### config.mk
export PLATFORM = sky130hd
export DESIGN_NAME = i2c_arbiter
export DESIGN_NICKNAME = d
export VERILOG_FILES = /design/src/rtl/i2c_arb_pkg.sv /design/src/rtl/i2c_arbiter_rr_select.sv /design/src/rtl/i2c_arbiter.sv
export SDC_FILE = /design/constraint.sdc
export NUM_CORES = 1
export LEC_CHECK = 0
export CAP_MARGIN = 30
export CORE_MARGIN = 8
export CORE_UTILIZATION = 41
export DETAILED_ROUTE_END_ITERATION = 7
export PLACE_DENSITY_LB_ADDON = 0.08
export SYNTH_ARGS = -nofsm -noshare
export SYNTH_HDL_FRONTEND = slang
export SYNTH_HIERARCHICAL = 1
export SYNTH_SLANG_ARGS = --single-unit
### constraint.sdc
create_clock -name clk -period 2.4 [get_ports clk]
set_input_delay 0.24 -clock clk [delete_from_list [all_inputs] [get_ports clk]]
set_output_delay 0.24 -clock clk [all_outputs]
set_load 0.005 [all_outputs]
### src/rtl/i2c_arb_pkg.sv
// Shared definitions for the I2C transaction arbiter.
//   arb_state_t            : arbiter FSM states
//   DEFAULT_TIMEOUT_CYCLES : default watchdog limit in clk cycles
//   RW_WRITE / RW_READ     : encoding of the per-requester direction bit
package i2c_arb_pkg;

    typedef enum logic [2:0] {
        IDLE      = 3'd0,
        ISSUE     = 3'd1,
        WAIT_BUSY = 3'd2,
        WAIT_DONE = 3'd3,
        COMPLETE  = 3'd4
    } arb_state_t;

    localparam int DEFAULT_TIMEOUT_CYCLES = 16000;

    localparam logic RW_WRITE = 1'b0;
    localparam logic RW_READ  = 1'b1;

endpackage

### src/rtl/i2c_arbiter_rr_select.sv
// rr_select: combinational round-robin priority picker.
//   req  [NUM_REQ-1:0] : request vector
//   ptr  [PTR_W-1:0]   : index of the last granted requester
//   gnt  [NUM_REQ-1:0] : one-hot grant (all zero when no request)
// The search starts at ptr+1 and wraps to 0: requests above the pointer are
// served first; if none exist, the lowest-index request wins.
module rr_select #(
    parameter int NUM_REQ = 4,
    parameter int PTR_W   = $clog2(NUM_REQ)
) (
    input  logic [NUM_REQ-1:0] req,
    input  logic [PTR_W-1:0]   ptr,
    output logic [NUM_REQ-1:0] gnt
);

    logic [NUM_REQ-1:0] upper_mask;
    logic [NUM_REQ-1:0] upper_req;
    logic [NUM_REQ-1:0] upper_gnt;
    logic [NUM_REQ-1:0] base_gnt;

    for (genvar gi = 0; gi < NUM_REQ; gi++) begin : g_mask
        assign upper_mask[gi] = (PTR_W'(gi) > ptr);
    end

    assign upper_req = req & upper_mask;

    // x & -x isolates the lowest set bit.
    assign upper_gnt = upper_req & (-upper_req);
    assign base_gnt  = req & (-req);

    assign gnt = (|upper_req) ? upper_gnt : base_gnt;

endmodule

### src/rtl/i2c_arbiter.sv
// i2c_arbiter: shares one byte-level I2C controller among NUM_REQ requesters.
//   clk, rst (async, active-low)
//   req/req_rw/req_addr/req_wdata : per-requester transaction request
//   gnt  : one-hot grant, held from arbitration through the done cycle
//   done : one-cycle completion pulse, err : one-cycle timeout pulse
//   rdata: last read byte, updated only by completed reads
//   ctl_* : controller handshake (enable pulse, latched addr/data/rw,
//           ready/data_out back, ctl_rst watchdog reset pulse)
// Optional feature: define I2C_ARB_TIMEOUT_EN to enable the watchdog that
// aborts a stuck transaction after TIMEOUT_CYCLES cycles. Without it err and
// ctl_rst are constant 0 and the FSM waits indefinitely.
module i2c_arbiter
    import i2c_arb_pkg::*;
#(
    parameter int NUM_REQ        = 4,
    parameter int TIMEOUT_CYCLES = DEFAULT_TIMEOUT_CYCLES
) (
    input  logic                 clk,
    input  logic                 rst,
    input  logic [NUM_REQ-1:0]   req,
    input  logic [NUM_REQ-1:0]   req_rw,
    input  logic [NUM_REQ*7-1:0] req_addr,
    input  logic [NUM_REQ*8-1:0] req_wdata,
    output logic [NUM_REQ-1:0]   gnt,
    output logic [NUM_REQ-1:0]   done,
    output logic [NUM_REQ-1:0]   err,
    output logic [7:0]           rdata,
    output logic                 ctl_enable,
    output logic [6:0]           ctl_addr,
    output logic [7:0]           ctl_data_in,
    output logic                 ctl_rw,
    input  logic                 ctl_ready,
    input  logic [7:0]           ctl_data_out,
    output logic                 ctl_rst
);

    localparam int PTR_W = $clog2(NUM_REQ);

    if (NUM_REQ < 2 || NUM_REQ > 8 || TIMEOUT_CYCLES < 2) begin : g_param_check
        $error("i2c_arbiter: NUM_REQ must be 2..8 and TIMEOUT_CYCLES >= 2");
    end

    arb_state_t       state_reg;
    logic [PTR_W-1:0] ptr_reg;

    // Per-requester fields unpacked for readable selection.
    logic [6:0] addr_arr  [NUM_REQ];
    logic [7:0] wdata_arr [NUM_REQ];

    for (genvar gi = 0; gi < NUM_REQ; gi++) begin : g_unpack
        assign addr_arr[gi]  = req_addr[gi*7 +: 7];
        assign wdata_arr[gi] = req_wdata[gi*8 +: 8];
    end

    logic [NUM_REQ-1:0] sel_gnt;
    logic [PTR_W-1:0]   sel_idx;
    logic [6:0]         sel_addr;
    logic [7:0]         sel_wdata;
    logic               sel_rw;

    rr_select #(
        .NUM_REQ (NUM_REQ),
        .PTR_W   (PTR_W)
    ) u_rr_select (
        .req (req),
        .ptr (ptr_reg),
        .gnt (sel_gnt)
    );

    // AND-OR mux driven by the one-hot pick.
    always_comb begin
        sel_idx   = '0;
        sel_addr  = '0;
        sel_wdata = '0;
        sel_rw    = RW_WRITE;
        for (int i = 0; i < NUM_REQ; i++) begin
            if (sel_gnt[i]) begin
                sel_idx   = PTR_W'(i);
                sel_addr  = addr_arr[i];
                sel_wdata = wdata_arr[i];
                sel_rw    = req_rw[i];
            end
        end
    end

`ifdef I2C_ARB_TIMEOUT_EN
    localparam int TMR_W = (TIMEOUT_CYCLES > 2) ? $clog2(TIMEOUT_CYCLES) : 1;
    localparam logic [TMR_W-1:0] TMR_LIMIT = TMR_W'(TIMEOUT_CYCLES - 1);

    // timer_reg = cycles elapsed since the ctl_enable cycle; it saturates at
    // TMR_LIMIT so ctl_rst lands exactly TIMEOUT_CYCLES after ctl_enable.
    logic [TMR_W-1:0] timer_reg;
    // Set in the ctl_rst cycle; the following edge completes with err.
    logic             timeout_reg;
`else
    assign err     = '0;
    assign ctl_rst = 1'b0;
`endif

    always_ff @(posedge clk or negedge rst) begin
        if (!rst) begin
            state_reg   <= IDLE;
            ptr_reg     <= PTR_W'(NUM_REQ - 1);
            gnt         <= '0;
            done        <= '0;
            rdata       <= '0;
            ctl_enable  <= 1'b0;
            ctl_addr    <= '0;
            ctl_data_in <= '0;
            ctl_rw      <= RW_WRITE;
`ifdef I2C_ARB_TIMEOUT_EN
            err         <= '0;
            ctl_rst     <= 1'b0;
            timer_reg   <= '0;
            timeout_reg <= 1'b0;
`endif
        end else begin
            // Pulse outputs default low.
            done       <= '0;
            ctl_enable <= 1'b0;
`ifdef I2C_ARB_TIMEOUT_EN
            err        <= '0;
            ctl_rst    <= 1'b0;
            if ((state_reg == WAIT_BUSY || state_reg == WAIT_DONE) &&
                timer_reg != TMR_LIMIT) begin
                timer_reg <= timer_reg + TMR_W'(1);
            end
`endif
            case (state_reg)
                IDLE: begin
                    if (|req && ctl_ready) begin
                        gnt         <= sel_gnt;
                        ptr_reg     <= sel_idx;
                        ctl_addr    <= sel_addr;
                        ctl_data_in <= sel_wdata;
                        ctl_rw      <= sel_rw;
                        // Registered so it is high during the ISSUE cycle.
                        ctl_enable  <= 1'b1;
                        state_reg   <= ISSUE;
                    end
                end

                ISSUE: begin
                    state_reg <= WAIT_BUSY;
`ifdef I2C_ARB_TIMEOUT_EN
                    timer_reg   <= TMR_W'(1);
                    timeout_reg <= 1'b0;
`endif
                end

                WAIT_BUSY: begin
`ifdef I2C_ARB_TIMEOUT_EN
                    if (timeout_reg) begin
                        done      <= gnt;
                        err       <= gnt;
                        state_reg <= COMPLETE;
                    end else
`endif
                    if (!ctl_ready) begin
                        state_reg <= WAIT_DONE;
                    end
`ifdef I2C_ARB_TIMEOUT_EN
                    else if (timer_reg == TMR_LIMIT) begin
                        ctl_rst     <= 1'b1;
                        timeout_reg <= 1'b1;
                    end
`endif
                end

                WAIT_DONE: begin
`ifdef I2C_ARB_TIMEOUT_EN
                    if (timeout_reg) begin
                        done      <= gnt;
                        err       <= gnt;
                        state_reg <= COMPLETE;
                    end else
`endif
                    if (ctl_ready) begin
                        if (ctl_rw == RW_READ) begin
                            rdata <= ctl_data_out;
                        end
                        done      <= gnt;
                        state_reg <= COMPLETE;
                    end
`ifdef I2C_ARB_TIMEOUT_EN
                    else if (timer_reg == TMR_LIMIT) begin
                        ctl_rst     <= 1'b1;
                        timeout_reg <= 1'b1;
                    end
`endif
                end

                COMPLETE: begin
                    // done is high this cycle; grant drops with it.
                    gnt       <= '0;
                    state_reg <= IDLE;
                end

                default: begin
                    gnt       <= '0;
                    state_reg <= IDLE;
                end
            endcase
        end
    end

endmodule

Word level (Yosys, flattened, before mapping)
Cells that the tools add are included.
Cells by class
  muxes and demuxes: 26
  magnitude comparators: 4
  add/sub/neg operators: 2
  bitwise logic cells: 4
  shift operators: 0
  div/mod/pow operators: 0
  $mul: 0
  equal/unequal tests: 6
  reductions and logical operators: 9
Operators with widths (number)
  8-bit 2-to-1 mux: 4
  7-bit 2-to-1 mux: 4
  4-bit 2-to-1 mux: 4
  4-bit bitwise AND: 3
  3-bit case mux with 4 select lines: 1
  3-bit 2-to-1 mux: 3
  4-bit negator: 2
  4-bit case mux with 2 select lines: 1
  4-bit OR reduction: 2
  1-bit 2-to-1 mux: 7
  3-bit by 2-bit equality test with 1-bit output, second input constant: 2
  2-bit inequality test, second input constant: 3
  3-bit AND reduction: 2
  1-bit by 2-bit greater-than comparator with 1-bit output, first input constant: 2
  2-bit greater-than comparator, first input constant: 2
  2-bit 2-to-1 mux: 2
  2-bit AND reduction: 2
  3-bit by 1-bit equality test with 1-bit output, second input constant: 1
  3-bit zero test: 1
  3-bit OR reduction: 1
  1-bit logical AND: 1
  1-bit inverter: 1
Storage, ports and cells
  logic and storage cells: 60
  memory bits (read-only): 0
  latch bits: 0
  register bits after elaboration: 38
  memories: 0
  memory bits (writable): 0

Longest topological paths before layout
  depth after elaboration: 9
  depth in mapped cells: 8

Cells and area by module
The synthesis kept the hierarchy.
Modules (own cells, without submodules)
  i2c_arbiter: area an instance 2272.2 µm², instances 1, cells each 220
  rr_select: area an instance 108.9 µm², instances 1, cells each 19

Least setup slack after synthesis
OpenSTA, ideal clock, no wires.
  kind: register to register
  start point: reg ptr_reg[1]
  end point: reg ctl_addr[0]
  data arrival time: 1.923 ns
  buffers on the path: 2
  clock period less this slack: 2.003 ns
  setup slack: 0.397 ns
  data required time: 2.320 ns
  cell stages (with the launch flop): 9
  cells stage by stage: dfstp_2 nand2b_1 a21oi_1 o21a_1 clkbuf_1 nor4b_4 clkbuf_8 nand2_1 a31oi_4
Between the ends
  elaborated cells between the ends (all ways): 13
  those cells by class: 1 x add/sub; 4 x order compare; 5 x mux; 2 x bitwise; 1 x reduce/logical
RTL lines
  from (decl): RTL line i2c_arbiter.sv:44  | logic [PTR_W-1:0] ptr_reg;
  from (signal assigned): RTL line i2c_arbiter.sv:103  | ptr_reg <= PTR_W'(NUM_REQ - 1);
  from (signal assigned): RTL line i2c_arbiter.sv:133  | ptr_reg <= sel_idx;
  1-bit by 2-bit greater-than comparator with 1-bit output or 2-bit greater-than comparator (tied branches): RTL line i2c_arbiter_rr_select.sv:22  | assign upper_mask[gi] = (PTR_W'(gi) > ptr);
  4-bit bitwise AND (*): RTL line i2c_arbiter_rr_select.sv:25  | assign upper_req = req & upper_mask;
  4-bit negator: RTL line i2c_arbiter_rr_select.sv:28  | assign upper_gnt = upper_req & (-upper_req);
  4-bit bitwise AND: RTL line i2c_arbiter_rr_select.sv:28
  4-bit 2-to-1 mux (*): RTL line i2c_arbiter_rr_select.sv:31  | assign gnt = (|upper_req) ? upper_gnt : base_gnt;
  via sel_gnt[3]: RTL line i2c_arbiter.sv:55  | logic [NUM_REQ-1:0] sel_gnt;
  7-bit 2-to-1 mux (*): RTL line i2c_arbiter.sv:77  | if (sel_gnt[i]) begin
  to (signal assigned): RTL line i2c_arbiter.sv:134  | ctl_addr <= sel_addr;
  to (decl): RTL line i2c_arbiter.sv:29  | output logic [6:0] ctl_addr,
Mark *: on every way through the listed nets, which the timed path passes. The rest lies on a longest branch.
A chain may end at the register's enable or synchronous reset.

Worst setup path in the final report
  start point: reg ptr_reg[0]
  end point: reg ptr_reg[0]
Between the ends
  elaborated cells between the ends (all ways): 12
  those cells by class: 1 x add/sub; 4 x order compare; 4 x mux; 2 x bitwise; 1 x reduce/logical
RTL lines (RTL line)
  1-bit by 2-bit greater-than comparator with 1-bit output or 2-bit greater-than comparator (tied branches): i2c_arbiter_rr_select.sv:22
  4-bit bitwise AND (*): i2c_arbiter_rr_select.sv:25
  4-bit negator: i2c_arbiter_rr_select.sv:28
  4-bit bitwise AND: i2c_arbiter_rr_select.sv:28
  4-bit 2-to-1 mux (*): i2c_arbiter_rr_select.sv:31
  via sel_gnt[2]: i2c_arbiter.sv:55
  2-bit 2-to-1 mux (*) (2 in series): i2c_arbiter.sv:77
Marks and branches as above.

==> out/qor.csv <==
stage,metric,value,unit
logic_synthesis,Mapped Area,2380,sq um
logic_synthesis,simple-gate share of the synthesized area,16.6,%
final_layout,# diodes,0,
logic_synthesis,adder-cell area share of the yosys netlist,0,%
global_route,initial antenna violation count,0,
timing,fin crit share,82.6,%
logic_synthesis,synthesized flop and latch total,38,
run,Max Cap Viol,0,
final_layout,largest registers,"ctl_data_in x8, rdata x8, ctl_addr x7",
clock_tree,clock buffer depth,2,
timing,final setup fails,0,
detailed_routing,drt first pass iters,4,
worst_setup_path,Crit Path Category,reg -> reg,
logic_synthesis,post-synthesis cell count,239,
timing,slack of the critical path,418,ps
die,core area,5570,sq um
worst_setup_path,critical path capture point type,register,
worst_setup_path,r2r setup slk,420,ps
final_layout,"commonest non-fill, non-tap cell in the layout",clkdlybuf4s50_1,
clock_tree,Post-CTS Setup Bufs,0,
final_layout,Final nets,424,
timing,worst hold margin,41.3,ps
detailed_routing,# DRC,0,
die,starting density of the core,42.7,%
logic_synthesis,Post-synth EDFFs,0,
timing,Final Hold Viols,0,
logic_synthesis,mux share of post-synthesis cell area,3.78,%
pwr,Lkg Pwr,1.48,nW
detailed_routing,routed vias,2122,
detailed_routing,Via density,5.08,
clock_tree,root buffer cell,clkbuf_8,
worst_setup_path,crit path DAT,2190,ps
worst_setup_path,CP peak stage delay,600,ps
detailed_routing,wire per inst,16.2,um
worst_setup_path,Worst Reg-to-Reg Cells,8,
worst_setup_path,reg-to-reg endpoint,ptr_reg[0],
detailed_routing,routed wire length,6760,um
worst_setup_path,Crit path required time,2610,ps
final_layout,share of cells above drive strength 1,14.2,%
logic_synthesis,post-synthesis compound-gate area fraction,28.2,%
worst_setup_path,startpoint types,register,
timing,Slew headroom,45.4,%
detailed_routing,ANT nets after route,0,
die,IO Count,117,
timing,RSZ-0062 raised after global routing,no,
worst_setup_path,cell mode on critical path,buf_4,
clock_tree,CTS Buf Count,5,
logic_synthesis,combinational family with the most area after synthesis,compound AO/OA/AOI/OAI gates,
die,Die Height,92.2,um
timing,crit path time final,1980,ps
worst_setup_path,crit path max-delay cell type,dfstp_2,
global_route,first-pass GRT wire length,11200,um
logic_synthesis,Post-Syn Area per Cell,9.96,sq um
timing,worst-margin pin slew,819,ps
die,Die X,92.2,um
global_route,maximum number of pins on one net before global-route repair,39,
logic_synthesis,sequential fraction of the synthesis area,40.0,%
logic_synthesis,Most used DFF post-synth,dfrtp_1,
final_layout,"commonest cells after routing, fill and taps aside","clkdlybuf4s50_1, a21oi_1, dfrtp_1",
logic_synthesis,Post-synth ARST share,100,%
timing,Setup TNS,0,ps
clock_tree,htree depth,2,
worst_setup_path,Reg2Reg Launch Point,ptr_reg[0],
logic_synthesis,Post-Synth XOR/XNOR Area,0,%
final_layout,area growth from synthesis to final layout,51.5,%
timing,Worst Skew,5.08,ps
logic_synthesis,share of the synthesized area in the top cell type,37.8,%
worst_setup_path,cells along the critical path,nor2b_1 -> o21ai_0 -> and3_1 -> buf_4 -> buf_4 -> inv_1 -> a21oi_1 -> a21oi_4,
clock_tree,worst-skew pair later-pin latency,290,ps
die,FP Rows,27,
logic_synthesis,Yosys cell types,38,
clock_tree,CTS Hold Buffers Added,0,
clock_tree,PostCTS Resize Cnt,0,
pwr,Pwr Density,1020,nW/um^2
place,# port buffers,111,
pwr,Peak VDD IR,0.000464,V
clock_tree,CTS tree,built,
logic_synthesis,Synthesis Warnings,6,
clock_tree,Worst-path clk slew,70,ps
detailed_routing,DR iter-0 viols,94,
place,hpwl dp,5200,um
logic_synthesis,Synth area leader,dfrtp_1,
worst_hold_path,Hold Crit Class,in -> async,
timing,FMAX,505,MHz
place,dpl ws,153,ps
place,Final GP Congestion,0.786,
outcome,run status,"complete, no violations",
worst_setup_path,CP max FO,33,
global_route,vias in the first global route,2230,
die,die area,8500,sq um
clock_tree,clk sink count,38,
logic_synthesis,synth top area cells,"dfrtp_1, a21oi_1, a31oi_4",
timing,Final Max Slew Viols,0,
global_route,All-Layer GR Usage,16.1,%
global_route,gr ovfl total,0,
## area by class of cell
class / instances / area (sq um)
Timing Repair Buffer: 119 / 1180
Tap cell: 72 / 90.1
Multi-Input combinational cell: 163 / 1170
Fill cell: 479 / 1970
Clock buffer: 6 / 82.6
Inverter: 18 / 67.6
Sequential cell: 38 / 953
Clock inverter: 2 / 60.1
## report_power, final
part	switching [mW]	total, mW	internal (mW)
Clock	0.225	0.668	0.443
Sequential	0.214	1.15	0.936
Combinational	0.781	1.85	1.07
Total	1.22	3.67	2.45
## metal layers
metal / GRT usage, % / share of wire [%]
met5: 0 / 0
met3: 6.85 / 8.8
met2: 26.0 / 47
met4: 5.37 / 1.7
met1: 18.8 / 42
## per-stage QoR
| stage | instances | area (sq um) | utilization, % | total power [mW] |
|---|---|---|---|---|
| detailed placement | 410 | 3460 | 62.2 | 3.04 |
| global route | 418 | 3610 | 64.7 | 3.93 |
| CTS | 418 | 3610 | 64.7 | 3.72 |
| finish | 418 | 3610 | 64.7 | 3.67 |
| floorplan | 243 | 2400 | - | 2.22 |
| global placement | 410 | 3460 | 62.2 | 2.99 |
## worst max-delay path, delay by kind of cell, from the launching register on
family,cells,cell delay [ps]
AND/OR/NAND/NOR,2,310
buffers and inverters,3,540
AO/OA/AOI/OAI,3,460
flip-flops,1,600
## synth_stat cells (2+ instances only)
library cell,n
a21oi_1,41
a21oi_4,2
a22o_1,9
a22o_2,7
a31oi_1,10
a31oi_4,7
and2_1,5
and3_1,2
buf_2,2
buf_4,5
buf_6,3
clkbuf_1,8
clkbuf_8,5
dfrtp_1,36
dfstp_2,2
inv_1,17
mux2_2,8
nand2_1,20
nand3_1,4
nand3b_1,16
nor2_1,5
nor2b_1,3
nor4b_4,2
o21ai_0,6
## worst max path at each step
stage,start,depth (start not counted),end
6_report,ptr_reg[0],8,ptr_reg[0]
3_5_place_dp,req[3],9,ptr_reg[0]
4_1_cts,ptr_reg[0],8,ptr_reg[0]
5_1_grt,ptr_reg[0],8,ptr_reg[0]
2_1_floorplan,ptr_reg[1],8,ctl_addr[0]
3_3_place_gp,req[3],9,ptr_reg[0]
## cells by family after synthesis
group | count (synthesis)
compound gates | 87
buf+inv | 42
flops | 38
mux | 8
other cells | 1
simple gates | 63
Power figures use the tool's default switching activity.
